--- config.mk ---
export PLATFORM = sky130hd
export DESIGN_NAME = fetch_unit
export DESIGN_NICKNAME = d
export VERILOG_FILES = /design/src/rtl/fetch_unit.sv
export SDC_FILE = /design/constraint.sdc
export NUM_CORES = 1
export LEC_CHECK = 0
export ABC_AREA = 1
export BUFFER_PORTS_ARGS = -buffer_cell sky130_fd_sc_hd__clkbuf_2
export CAP_MARGIN = 25
export CORE_ASPECT_RATIO = 2
export CORE_MARGIN = 2
export CORE_UTILIZATION = 45
export DETAILED_ROUTE_END_ITERATION = 7
export PLACE_DENSITY = 0.76
export SLEW_MARGIN = 20
export SYNTH_ARGS = -nofsm -noshare
export SYNTH_HDL_FRONTEND = slang
export SYNTH_SLANG_ARGS = --single-unit
--- constraint.sdc ---
create_clock -name clk -period 4.7 [get_ports clk]
set_clock_uncertainty 0.05 [all_clocks]
set_input_delay 0.47 -clock clk [delete_from_list [all_inputs] [get_ports clk]]
set_output_delay 0.47 -clock clk [all_outputs]
set_load 0.05 [all_outputs]
--- src/rtl/fetch_unit.sv ---
// Single-outstanding instruction fetch unit: fetches one word, issues it, waits for
// execute to resolve the next PC, and parks in ERROR on a misaligned target or bus timeout.
module fetch_unit #(
  parameter logic [31:0] RESET_VECTOR = 32'h0000_0000,
  parameter int          MAX_WAIT     = 16
) (
  input  logic        clk,
  input  logic        reset,
  output logic        imem_req,
  output logic [31:0] imem_addr,
  input  logic        imem_ack,
  input  logic [31:0] imem_rdata,
  input  logic [1:0]  PCSrc2,
  input  logic [31:0] PCTarget,
  input  logic [31:0] ALUResult,
  input  logic        ex_valid,
  input  logic        stall,
  output logic        instr_valid,
  output logic [31:0] Instr,
  output logic [6:0]  op,
  output logic [2:0]  funct3,
  output logic        funct7,
  output logic [31:0] PC,
  output logic [31:0] PCPlus4,
  output logic [31:0] instret,
  output logic        misalign_err,
  output logic        bus_err
);

  localparam logic [1:0] IDLE  = 2'd0;
  localparam logic [1:0] FETCH = 2'd1;
  localparam logic [1:0] ISSUE = 2'd2;
  localparam logic [1:0] ERROR = 2'd3;

  localparam logic [7:0] WAIT_LIMIT = 8'(MAX_WAIT);

  logic [1:0]  state_q, state_d;
  logic [31:0] pc_q, pc_d;
  logic [31:0] instr_q, instr_d;
  logic [31:0] instret_q, instret_d;
  logic [7:0]  wait_q, wait_d;
  logic        misalign_q, misalign_d;
  logic        bus_err_q, bus_err_d;

  logic [31:0] pc_plus4;
  logic [31:0] next_pc;
  logic [7:0]  wait_inc;

  assign pc_plus4 = pc_q + 32'd4;
  assign wait_inc = wait_q + 8'd1;

  // JALR clears bit 0 of the computed target, as the ISA requires.
  always_comb begin
    if (PCSrc2[1]) begin
      next_pc = ALUResult & ~32'd1;
    end else if (PCSrc2[0]) begin
      next_pc = PCTarget;
    end else begin
      next_pc = pc_plus4;
    end
  end

  always_comb begin
    state_d    = state_q;
    pc_d       = pc_q;
    instr_d    = instr_q;
    instret_d  = instret_q;
    wait_d     = wait_q;
    misalign_d = misalign_q;
    bus_err_d  = bus_err_q;
    case (state_q)
      IDLE: begin
        state_d = FETCH;
      end
      FETCH: begin
        if (imem_ack) begin
          instr_d = imem_rdata;
          wait_d  = 8'd0;
          state_d = ISSUE;
        end else begin
          wait_d = wait_inc;
          if (wait_inc == WAIT_LIMIT) begin
            bus_err_d = 1'b1;
            state_d   = ERROR;
          end
        end
      end
      ISSUE: begin
        // A stalled instruction holds everything; the retire counts even on a misaligned target.
        if (ex_valid && !stall) begin
          instret_d = instret_q + 32'd1;
          if (next_pc[1:0] == 2'b00) begin
            pc_d    = next_pc;
            state_d = FETCH;
          end else begin
            misalign_d = 1'b1;
            state_d    = ERROR;
          end
        end
      end
      default: begin
        state_d = ERROR;
      end
    endcase
  end

  always_ff @(posedge clk or posedge reset) begin
    if (reset) begin
      state_q    <= IDLE;
      pc_q       <= RESET_VECTOR;
      instr_q    <= 32'd0;
      instret_q  <= 32'd0;
      wait_q     <= 8'd0;
      misalign_q <= 1'b0;
      bus_err_q  <= 1'b0;
    end else begin
      state_q    <= state_d;
      pc_q       <= pc_d;
      instr_q    <= instr_d;
      instret_q  <= instret_d;
      wait_q     <= wait_d;
      misalign_q <= misalign_d;
      bus_err_q  <= bus_err_d;
    end
  end

  assign imem_req     = (state_q == FETCH);
  assign imem_addr    = pc_q;
  assign instr_valid  = (state_q == ISSUE);
  assign Instr        = instr_q;
  assign op           = instr_q[6:0];
  assign funct3       = instr_q[14:12];
  assign funct7       = instr_q[30];
  assign PC           = pc_q;
  assign PCPlus4      = pc_plus4;
  assign instret      = instret_q;
  assign misalign_err = misalign_q;
  assign bus_err      = bus_err_q;

endmodule

==> PnR_summary.wiki, run 1 <==
{| class="wikitable"
! Metric !! Value
|-
| Routed wire length || 20.57 mm
|-
| Finish-stage setup viols || 0
|-
| Yosys warnings || 0
|-
| Hold Buf Count CTS || 0
|-
| Die Ht || 175.6 µm
|-
| Total CTS buffers || 9
|-
| Sequential Area || 2703 µm²
|-
| Clock tree buffer depth || 2
|-
| Worst R2R Setup Slack || 2.39 ns
|-
| Maximum frequency from static timing analysis || 360.0 MHz
|-
| Slew of the pin with the lowest slew margin || 0.9729 ns
|-
| Static leakage || 4.593 nW
|-
| Fraction of the cycle the final worst path needs || 59.10%
|-
| Largest net degree at the start of global routing || 73
|-
| Remaining number of nets flagged by the antenna check after routing || 0
|-
| I/O pin count || 278
|-
| Synthesized net count || 1035
|-
| Rows || 62
|-
| HPWL after detailed placement || 16.01 mm
|-
| MaxCap Viol Count || 0
|-
| Headroom to the max-slew limit || 35.07%
|-
| Worst Setup Path Type || reg -> out
|-
| PostCTS Resize Cnt || 0
|-
| Synthesized instance count || 929
|-
| Critical R2R Launch || state_q[1]
|-
| Die area || 15770 µm²
|-
| Worst endpoint required time || 4.18 ns
|-
| Clk Latency, worst-skew pair || 0.35 ns
|-
| Post-Route Utilization || 56.70%
|-
| Final slew viol count || 0
|-
| IO buf count || 276
|-
| Via-per-instance ratio || 4.973
|-
| Total via count after detailed routing || 6708
|-
| Core Box Area || 14350 µm²
|-
| Number of antenna diodes || 0
|-
| TritonCTS clock tree || built
|-
| Starting density of the core || 46.18%
|-
| Die width || 89.82 µm
|-
| Clock net sink count || 108
|-
| Final routed wire length divided by cell count || 15.25 µm
|-
| Element type at the critical path end || output pin
|-
| Outcome || finished clean
|-
| Cells after DPL || 1333
|-
| Number of cells in the finished layout apart from fillers || 1349
|-
| Layout fillers || 1447
|-
| Category of the worst setup path launch point || flip-flop
|-
| Cell Pwr Density || 774.4 nW/µm²
|-
| Drc violations || 0
|-
| Clock transition at path regs || 0.07 ns
|-
| Register bit count reported by yosys || 108
|-
| Nets || 1258
|-
| RSZ-0062 raised after global routing || false
|-
| Highest fanout seen on the critical path || 6
|-
| Area grow syn2layout || 22.79%
|-
| Final setup slack of the worst path || 1.922 ns
|-
| Peak supply drop || 0.6511 mV
|-
| Post-CTS setup buffers || 0
|-
| Vias in the first global route || 6377
|-
| Router iterations before antenna repair || 4
|-
| First-pass GRT wire length || 32.06 mm
|-
| CTS HTree Levels || 3
|-
| Synthesized area per cell || 7.134 µm²
|-
| Post-placement worst setup slack || 1.885 ns
|-
| Hold Violations, Final || 0
|-
| Netlist area before placement || 6628 µm²
|-
| Total power || 6.302 mW
|-
| Area of combinational cells with multiple inputs || 3173 µm²
|-
| Critical R2R Capture || Instr[29]
|-
| Critical path data arrival time || 2.26 ns
|-
| Drt initial violations || 192
|-
| Tmin final || 2.778 ns
|-
| Library cells used by synthesis || 44
|-
| All-Layer GR Usage || 25.99%
|-
| Fraction of layout instances using a drive strength above 1 || 28.26%
|-
| Worst Hold Class || in -> async
|-
| Number of cells on the worst reg-to-reg path || 5
|-
| Root buffer cell || sky130_fd_sc_hd__clkbuf_16
|-
| Grt ovf || 0
|-
| Portion of the post-synthesis area used by sequential elements || 40.78%
|-
| Placer congestion estimate || 0.9815
|-
| Antenna violations before repair || 0
|-
| Aggregate negative setup slack || 0 ns
|}
metrics by stage:
step                      instance area (µm²)  hold slack, ns
after floorplan                          6628          0.4252
after global placement                   7835          0.3929
after detailed placement                 7850          0.3968
after CTS                                8138          0.2454
after global routing                     8138          0.2597
final                                    8138          0.2522
synth_stat cells (all sizes together):
cell type,instances,area share (%)
a211oi,1,0.11
xnor2,12,1.6
o21ai,37,2.8
nand4,7,0.89
buf,58,6.1
a21boi,15,1.7
o21a,1,0.11
nor2,134,8.7
nor4,1,0.094
a22oi,3,0.34
a21o,1,0.11
nand3b,3,0.34
clkbuf,10,0.57
dfrtp,108,41
xor2,23,3.0
or2,2,0.19
o21bai,1,0.11
o22ai,1,0.094
ha,3,0.57
a2bb2oi,1,0.13
clkinv,1,0.13
o211ai,3,0.34
nand3,48,4.0
a32o,1,0.15
a21oi,32,2.4
nor3,7,0.60
inv,81,4.6
and2,2,0.19
nand2,332,19
placed cells by master, fill, tap and decap left out, types with 14 or more instances in the layout:
master,netlist,layout
sky130_fd_sc_hd__o21ai_0,30,30
sky130_fd_sc_hd__nand2_1,325,325
sky130_fd_sc_hd__nor2_1,122,122
sky130_fd_sc_hd__xor2_1,23,23
sky130_fd_sc_hd__inv_1,76,75
sky130_fd_sc_hd__clkbuf_2,0,276
sky130_fd_sc_hd__a21oi_1,32,32
sky130_fd_sc_hd__dfrtp_1,108,108
sky130_fd_sc_hd__a21boi_1,14,14
sky130_fd_sc_hd__nand3_1,45,45
critical path, stage by stage, from the launching register on:
cell and delay, ns:
sky130_fd_sc_hd__dfrtp_1 0.42, sky130_fd_sc_hd__ha_1 0.28, sky130_fd_sc_hd__inv_1 0.08, sky130_fd_sc_hd__nor2_1 0.17
sky130_fd_sc_hd__nand2_2 0.14, sky130_fd_sc_hd__nor2_2 0.30, sky130_fd_sc_hd__nand3_1 0.15, sky130_fd_sc_hd__nand2_1 0.09
sky130_fd_sc_hd__clkbuf_2 0.27
sequential cells by signal, summed over array words and instances, names as in the netlist:
register / flops
Instr: 32
instret: 32
bus_err: 1
state_q: 2
misalign_err: 1
PC: 32
wait_q: 8
how the worst max path moves through the flow:
stage                         start          end  slack (ns)  cells after the start
final                         PC[3]  PCPlus4[30]        1.92                      8
after global placement    PCSrc2[1]       PC[11]        1.91                      8
after CTS                     PC[3]  PCPlus4[30]        1.92                      8
after floorplan               reset     Instr[0]        1.33                      1
after global routing          PC[3]  PCPlus4[30]        1.76                      8
after detailed placement  PCSrc2[1]        PC[7]        1.89                      8
cell families (layout without fill, tap and decap cells):
kind of cell / count (synthesis) / after routing / share of synthesized area, %
and+or+nand+nor: 536 / 536 / 34.26
buffers and inverters: 150 / 378 / 11.35
DFF: 108 / 108 / 40.78
AOI/OAI and AO/OA: 97 / 97 / 8.420
xor gates and xnor gates: 35 / 35 / 4.625
adders and majority gates: 3 / 3 / 0.5664
routing by layer:
metal,up-vias,track usage [%],part of all wire (%)
met5,-,0,0
li1,3300,-,-
met4,0,18.27,6.3
met1,3067,25.86,34
met3,68,4.762,6.3
met2,273,48.11,54
power breakdown:
part	internal [mW]	total [mW]	switching, mW
registers	1.24	1.65	0.406
logic	0.793	3.90	3.11
clock network	0.393	0.750	0.357
total	2.43	6.30	3.87
area by class of cell:
class	instances	share of cell area, %
clock inverter	4	0.3844
multi-input combinational	671	38.99
timing repair buffer	280	17.44
sequential	108	33.21
clock buffer	12	3.152
inverter	82	3.875
tap	192	2.952
No activity file was read; power rests on OpenSTA's default activity.
==> run 2: changes to the inputs <==
- clock period: 4.7 -> 2.85 ns (I/O delays scaled with it)
==> PnR_summary.wiki, run 2 (synthesis gave the netlist of run 1 again) <==
{| class="wikitable"
! Metric !! Value
|-
| Outcome || finished clean
|-
| Grt ovf || 0 (unchanged)
|-
| PostCTS Resize Cnt || 0 (unchanged)
|-
| All-Layer GR Usage || 25.97% (about the same)
|-
| Final setup slack of the worst path || 0.2893 ns (-1.633 ns)
|-
| Element type at the critical path end || output pin
|-
| Drc violations || 0 (unchanged)
|-
| Critical path data arrival time || 2.23 ns (-0.03 ns)
|-
| Layout fillers || 1444 (-0.21%)
|-
| Routed wire length || 20.50 mm (-0.37%)
|-
| Cell Pwr Density || 1286 nW/µm² (+66%)
|-
| Die area || 15770 µm² (unchanged)
|-
| Root buffer cell || sky130_fd_sc_hd__clkbuf_16
|-
| Vias in the first global route || 6536 (+2.5%)
|-
| Clock net sink count || 108 (unchanged)
|-
| MaxCap Viol Count || 0 (unchanged)
|-
| Drt initial violations || 223 (+16%)
|-
| Worst endpoint required time || 2.52 ns (-1.66 ns)
|-
| Most frequent standard cell in the layout excluding fill and tap cells || sky130_fd_sc_hd__nand2_1
|-
| Category of the worst setup path launch point || flip-flop
|-
| Final design instance area without fill || 8187 µm² (+0.60%)
|-
| Hold Buf Count CTS || 0 (unchanged)
|-
| CTS HTree Levels || 3 (unchanged)
|-
| Final slew viol count || 0 (unchanged)
|-
| Placer congestion estimate || 1.011 (+3.0%)
|-
| Via-per-instance ratio || 4.964 (-0.16%)
|-
| Total CTS buffers || 9 (unchanged)
|-
| Slew of the pin with the lowest slew margin || 0.6642 ns (-0.3087 ns)
|-
| Hold Violations, Final || 0 (unchanged)
|-
| Antenna violations before repair || 1 (+1)
|-
| Worst Setup Path Type || reg -> out
|-
| Number of cells in the finished layout apart from fillers || 1350 (+0.074%)
|-
| Highest fanout seen on the critical path || 6 (unchanged)
|-
| Top library cells by usage in the layout, fill and taps aside || sky130_fd_sc_hd__nand2_1 (325), sky130_fd_sc_hd__clkbuf_2 (276), sky130_fd_sc_hd__nor2_1 (122)
|-
| Aggregate negative setup slack || 0 ns (unchanged)
|-
| Post-Route Utilization || 57.04% (+0.34 points)
|-
| Clock tree buffer depth || 2 (unchanged)
|-
| Area grow syn2layout || 23.52%
|-
| First-pass GRT wire length || 32.31 mm (+0.77%)
|-
| Largest net degree at the start of global routing || 109 (+49%)
|-
| Post-CTS setup buffers || 0 (unchanged)
|-
| Static leakage || 4.606 nW (+0.28%)
|-
| Die width || 89.82 µm (unchanged)
|-
| TritonCTS clock tree || built
|-
| Nets || 1260 (+0.16%)
|-
| Router iterations before antenna repair || 5 (+1)
|-
| Remaining number of nets flagged by the antenna check after routing || 0 (unchanged)
|-
| Starting density of the core || 46.18% (unchanged)
|-
| HPWL after detailed placement || 15.86 mm (-0.98%)
|-
| Hold slack || 0.02304 ns (-0.2292 ns)
|-
| Total via count after detailed routing || 6702 (-0.089%)
|-
| Worst Hold Class || in -> async
|-
| Peak supply drop || 0.9748 mV (+50%)
|-
| Total power || 10.53 mW (+67%)
|-
| RSZ-0062 raised after global routing || false
|-
| Cells after DPL || 1335 (+0.15%)
|-
| Fraction of layout instances using a drive strength above 1 || 28.35% (+0.086 points)
|-
| Final routed wire length divided by cell count || 15.18 µm (-0.45%)
|-
| Tmin final || 2.561 ns
|-
| Post-placement worst setup slack || 0.6556 ns (-1.230 ns)
|-
| Clock transition at path regs || 0.07 ns (about the same)
|-
| Core Box Area || 14350 µm² (unchanged)
|-
| Die Ht || 175.6 µm (unchanged)
|-
| Headroom to the max-slew limit || 55.67% (+21 points)
|-
| I/O pin count || 278 (unchanged)
|-
| Fraction of the cycle the final worst path needs || 89.85%
|-
| Clk Latency, worst-skew pair || 0.35 ns (about the same)
|-
| Finish-stage setup viols || 0 (unchanged)
|-
| Rows || 62 (unchanged)
|-
| IO buf count || 276 (unchanged)
|-
| Maximum frequency from static timing analysis || 390.5 MHz
|-
| Placed cell areas || 7871 µm² (+0.27%)
|}
-- run 2: changes by cell type in the layout (fill, tap and decap cells not counted), moves of 2 or more --
| cell | before | now |
|---|---|---|
| sky130_fd_sc_hd__buf_4 | 3 | 5 |
| sky130_fd_sc_hd__bufinv_16 | 0 | 2 |
| sky130_fd_sc_hd__clkbuf_8 | 2 | 0 |
| sky130_fd_sc_hd__clkinvlp_4 | 0 | 2 |
-- run 2: final timing paths --
path / slack [ns] / end / startpoint / cells after the start
max: 0.29 / PCPlus4[30] / PC[3] / 8
min: 0.02 / instret[12] / reset / 3
max reg2reg: 0.81 / Instr[9] / state_q[1] / 7
min reg2reg: 0.43 / Instr[31] / Instr[31] / 2
max in group asynchronous: 2.26 / Instr[19] / reset / 3
min in group clk: 0.07 / Instr[2] / imem_rdata[2] / 3
-- run 2: where the power goes --
part           total, mW  switching, mW  internal [mW]  leakage (nW)
sequential          2.71          0.663           2.05          1.32
clock               1.36          0.589          0.769         0.149
combinational       6.45           5.15           1.31          3.14
-- run 2: layout make-up --
| class | instances | area [µm²] | area share, % |
|---|---|---|---|
| clock inverter | 5 | 87.58 | 1.070 |
| tap | 192 | 240.2 | 2.934 |
| multi-input combinational | 671 | 3173 | 38.76 |
| clock buffer | 9 | 225.2 | 2.751 |
| antenna | 1 | 2.502 | 0.03057 |
| timing repair buffer | 282 | 1439 | 17.58 |
| sequential | 108 | 2703 | 33.01 |
| inverter | 82 | 316.6 | 3.867 |
-- run 2: routing by layer --
metal  wire length, µm  GRT usage, %  part of all wire (%)
met1              7068         25.12                    34
met2             11360         50.88                    55
met3              1131         4.719                   5.5
met4               938         14.29                   4.6
met5                 0             0                     0
-- run 2: worst max-delay path, cell delays in order, from the launching register on --
cell,delay [ns]
sky130_fd_sc_hd__dfrtp_1,0.42
sky130_fd_sc_hd__ha_1,0.27
sky130_fd_sc_hd__inv_1,0.08
sky130_fd_sc_hd__nor2_1,0.17
sky130_fd_sc_hd__nand2_2,0.15
sky130_fd_sc_hd__nor2_2,0.27
sky130_fd_sc_hd__nand3_1,0.14
sky130_fd_sc_hd__nand2_1,0.10
sky130_fd_sc_hd__clkbuf_2,0.28
==> run 3: changes to the inputs <==
- REMOVE_ABC_BUFFERS: default -> 1
==> PnR_summary.wiki, run 3 (synthesis gave the netlist of run 1 again) <==
{| class="wikitable"
! Metric !! Value
|-
| Outcome || finished clean
|-
| Clock tree buffer depth || 2 (unchanged)
|-
| Drc violations || 0 (unchanged)
|-
| Category of the worst setup path launch point || flip-flop
|-
| Number of antenna diodes || 0 (-1)
|-
| I/O pin count || 278 (unchanged)
|-
| Grt ovf || 0 (unchanged)
|-
| Aggregate negative setup slack || 0 ns (unchanged)
|-
| Headroom to the max-slew limit || 54.26% (-1.4 points)
|-
| Starting density of the core || 46.18% (unchanged)
|-
| Power Internal || 4.076 mW (-1.2%)
|-
| Placer congestion estimate || 1.012 (+0.11%)
|-
| Maximum frequency from static timing analysis || 380.9 MHz (-2.5%)
|-
| Worst path max stage delay || 0.50 ns (+0.08 ns)
|-
| Clk Latency, worst-skew pair || 0.35 ns (about the same)
|-
| Routed wire length || 20.88 mm (+1.8%)
|-
| Cell family with most CP delay || simple AND/OR/NAND/NOR gates
|-
| CTS HTree Levels || 3 (unchanged)
|-
| Finish-stage setup viols || 0 (unchanged)
|-
| Root buffer cell || sky130_fd_sc_hd__clkbuf_16
|-
| HPWL after detailed placement || 16.36 mm (+3.2%)
|-
| Die Ht || 175.6 µm (unchanged)
|-
| Part of the total power dissipated in sequential elements || 26.1% (+0.3 points)
|-
| Most frequent CP cell || sky130_fd_sc_hd__nand2_1
|-
| Clock net sink count || 108 (unchanged)
|-
| Slowest stage cell, crit path || sky130_fd_sc_hd__dfrtp_1
|-
| Via-per-instance ratio || 5.006 (+0.84%)
|-
| Largest net degree at the start of global routing || 50 (-54%)
|-
| All-Layer GR Usage || 26.67% (+0.70 points)
|-
| Count of buffer and inverter cells on the critical path || 1 (-1)
|-
| Final slew viol count || 0 (unchanged)
|-
| Post-placement worst setup slack || 0.6587 ns (+0.003113 ns)
|-
| Total via count after detailed routing || 6778 (+1.1%)
|-
| Nets || 1263 (+0.24%)
|-
| Total CTS buffers || 9 (unchanged)
|-
| Die area || 15770 µm² (unchanged)
|-
| Sequential Area || 2703 µm² (unchanged)
|-
| Cell Pwr Density || 1282 nW/µm² (-0.32%)
|-
| Hold slack || 0.07448 ns (+0.05144 ns)
|-
| Final setup slack of the worst path || 0.2249 ns (-0.06445 ns)
|-
| Die width || 89.82 µm (unchanged)
|-
| Remaining number of nets flagged by the antenna check after routing || 0 (unchanged)
|-
| TritonCTS clock tree || built
|-
| Slew of the pin with the lowest slew margin || 0.6853 ns (+0.02112 ns)
|-
| Hold Violations, Final || 0 (unchanged)
|-
| Hold Buf Count CTS || 1 (+1)
|-
| MaxCap Viol Count || 0 (unchanged)
|-
| Worst Hold Class || in -> reg
|-
| Clock transition at path regs || 0.08 ns (about the same)
|-
| Highest fanout seen on the critical path || 6 (unchanged)
|-
| Element type at the critical path end || output pin
|-
| Rows || 62 (unchanged)
|-
| Critical path data arrival time || 2.29 ns (+0.06 ns)
|-
| PostCTS Resize Cnt || 0 (unchanged)
|-
| Core Box Area || 14350 µm² (unchanged)
|-
| Clk pwr share || 12.7% (-0.2 points)
|-
| Worst Setup Path Type || reg -> out
|-
| Switching power share of the total || 61.18% (+0.40 points)
|-
| Drt initial violations || 197 (-12%)
|-
| Static leakage || 4.621 nW (+0.33%)
|-
| Tmin final || 2.625 ns (+0.06445 ns)
|-
| RSZ-0062 raised after global routing || false
|-
| Vias in the first global route || 6524 (-0.18%)
|-
| Reported net switching power || 6.425 mW (+0.40%)
|-
| Worst endpoint required time || 2.52 ns (about the same)
|-
| Router iterations before antenna repair || 4 (-1)
|-
| Layout fillers || 1453 (+0.62%)
|-
| Antenna violations before repair || 0 (-1)
|-
| Final routed wire length divided by cell count || 15.42 µm (+1.5%)
|-
| Top library cells by usage in the layout, fill and taps aside || sky130_fd_sc_hd__nand2_1 (325), sky130_fd_sc_hd__clkbuf_2 (276), sky130_fd_sc_hd__nor2_1 (122)
|-
| Cells along the critical path || nand2_1 > nor2_1 > nand2_1 > nor2_1 > nand3_1 > nand2_1 > clkbuf_2
|-
| Most frequent standard cell in the layout excluding fill and tap cells || sky130_fd_sc_hd__nand2_1
|-
| Area of combinational cells with multiple inputs || 3173 µm² (unchanged)
|-
| Fraction of layout instances using a drive strength above 1 || 28.57% (+0.22 points)
|-
| Post-Route Utilization || 57.09% (about the same)
|-
| Peak supply drop || 0.8008 mV (-18%)
|-
| First-pass GRT wire length || 32.76 mm (+1.4%)
|-
| Post-CTS setup buffers || 0 (unchanged)
|-
| Total power || 10.50 mW (-0.24%)
|-
| Share of power burned in combinational logic || 61.2% (about the same)
|-
| Fraction of the cycle the final worst path needs || 92.11% (+2.3 points)
|-
| Area grow syn2layout || 23.62% (about the same)
|-
| IO buf count || 276 (unchanged)
|}
-- run 3: worst min-delay path, stage by stage --
cell and delay, ns:
sky130_fd_sc_hd__clkbuf_2 0.08, sky130_fd_sc_hd__nand2_1 0.04, sky130_fd_sc_hd__nand2_1 0.04
-- run 3: metrics by stage --
step	std cells	area (µm²)
after floorplan	861	6188
final	1354	8193
after global placement	1337	7873
after detailed placement	1337	7873
after CTS	1354	8193
after global routing	1354	8193
-- run 3: layer usage --
metal  GRT usage (%)  vias up  share of wire [%]
li1                -     3312                  -
met1           26.52     3115                 34
met2           50.60      293                 54
met3           4.976       58                6.6
met4           16.15        0                6.1
met5               0        -                  0
-- run 3: area by class of cell --
cell class              instances  area share [%]
clock buffers                  10           2.917
clock inverters                 6          0.8705
inverters                      82           3.848
multi-input cells             671           38.73
flip-flops and latches        108           32.99
well taps                     192           2.932
repair buffers                285           17.72
-- run 3: worst paths after layout --
kind	from	to	slack, ns	depth (start not counted)
max	PC[15]	PCPlus4[28]	0.22	7
min	imem_rdata[8]	Instr[8]	0.07	3
max reg2reg	PC[3]	PC[8]	0.87	7
min reg2reg	misalign_err	misalign_err	0.41	1
max in group asynchronous	reset	PC[13]	1.43	4
min in group asynchronous	reset	Instr[6]	0.52	3
-- run 3: power by group through the flow --
stage	logic, mW	clock network (mW)	registers [mW]
global placement	6.39	0	2.73
finish	6.43	1.33	2.74
floorplan	2.31	0	5.17
detailed placement	6.45	0	2.75
global route	6.80	1.43	2.82
CTS	6.46	1.36	2.73
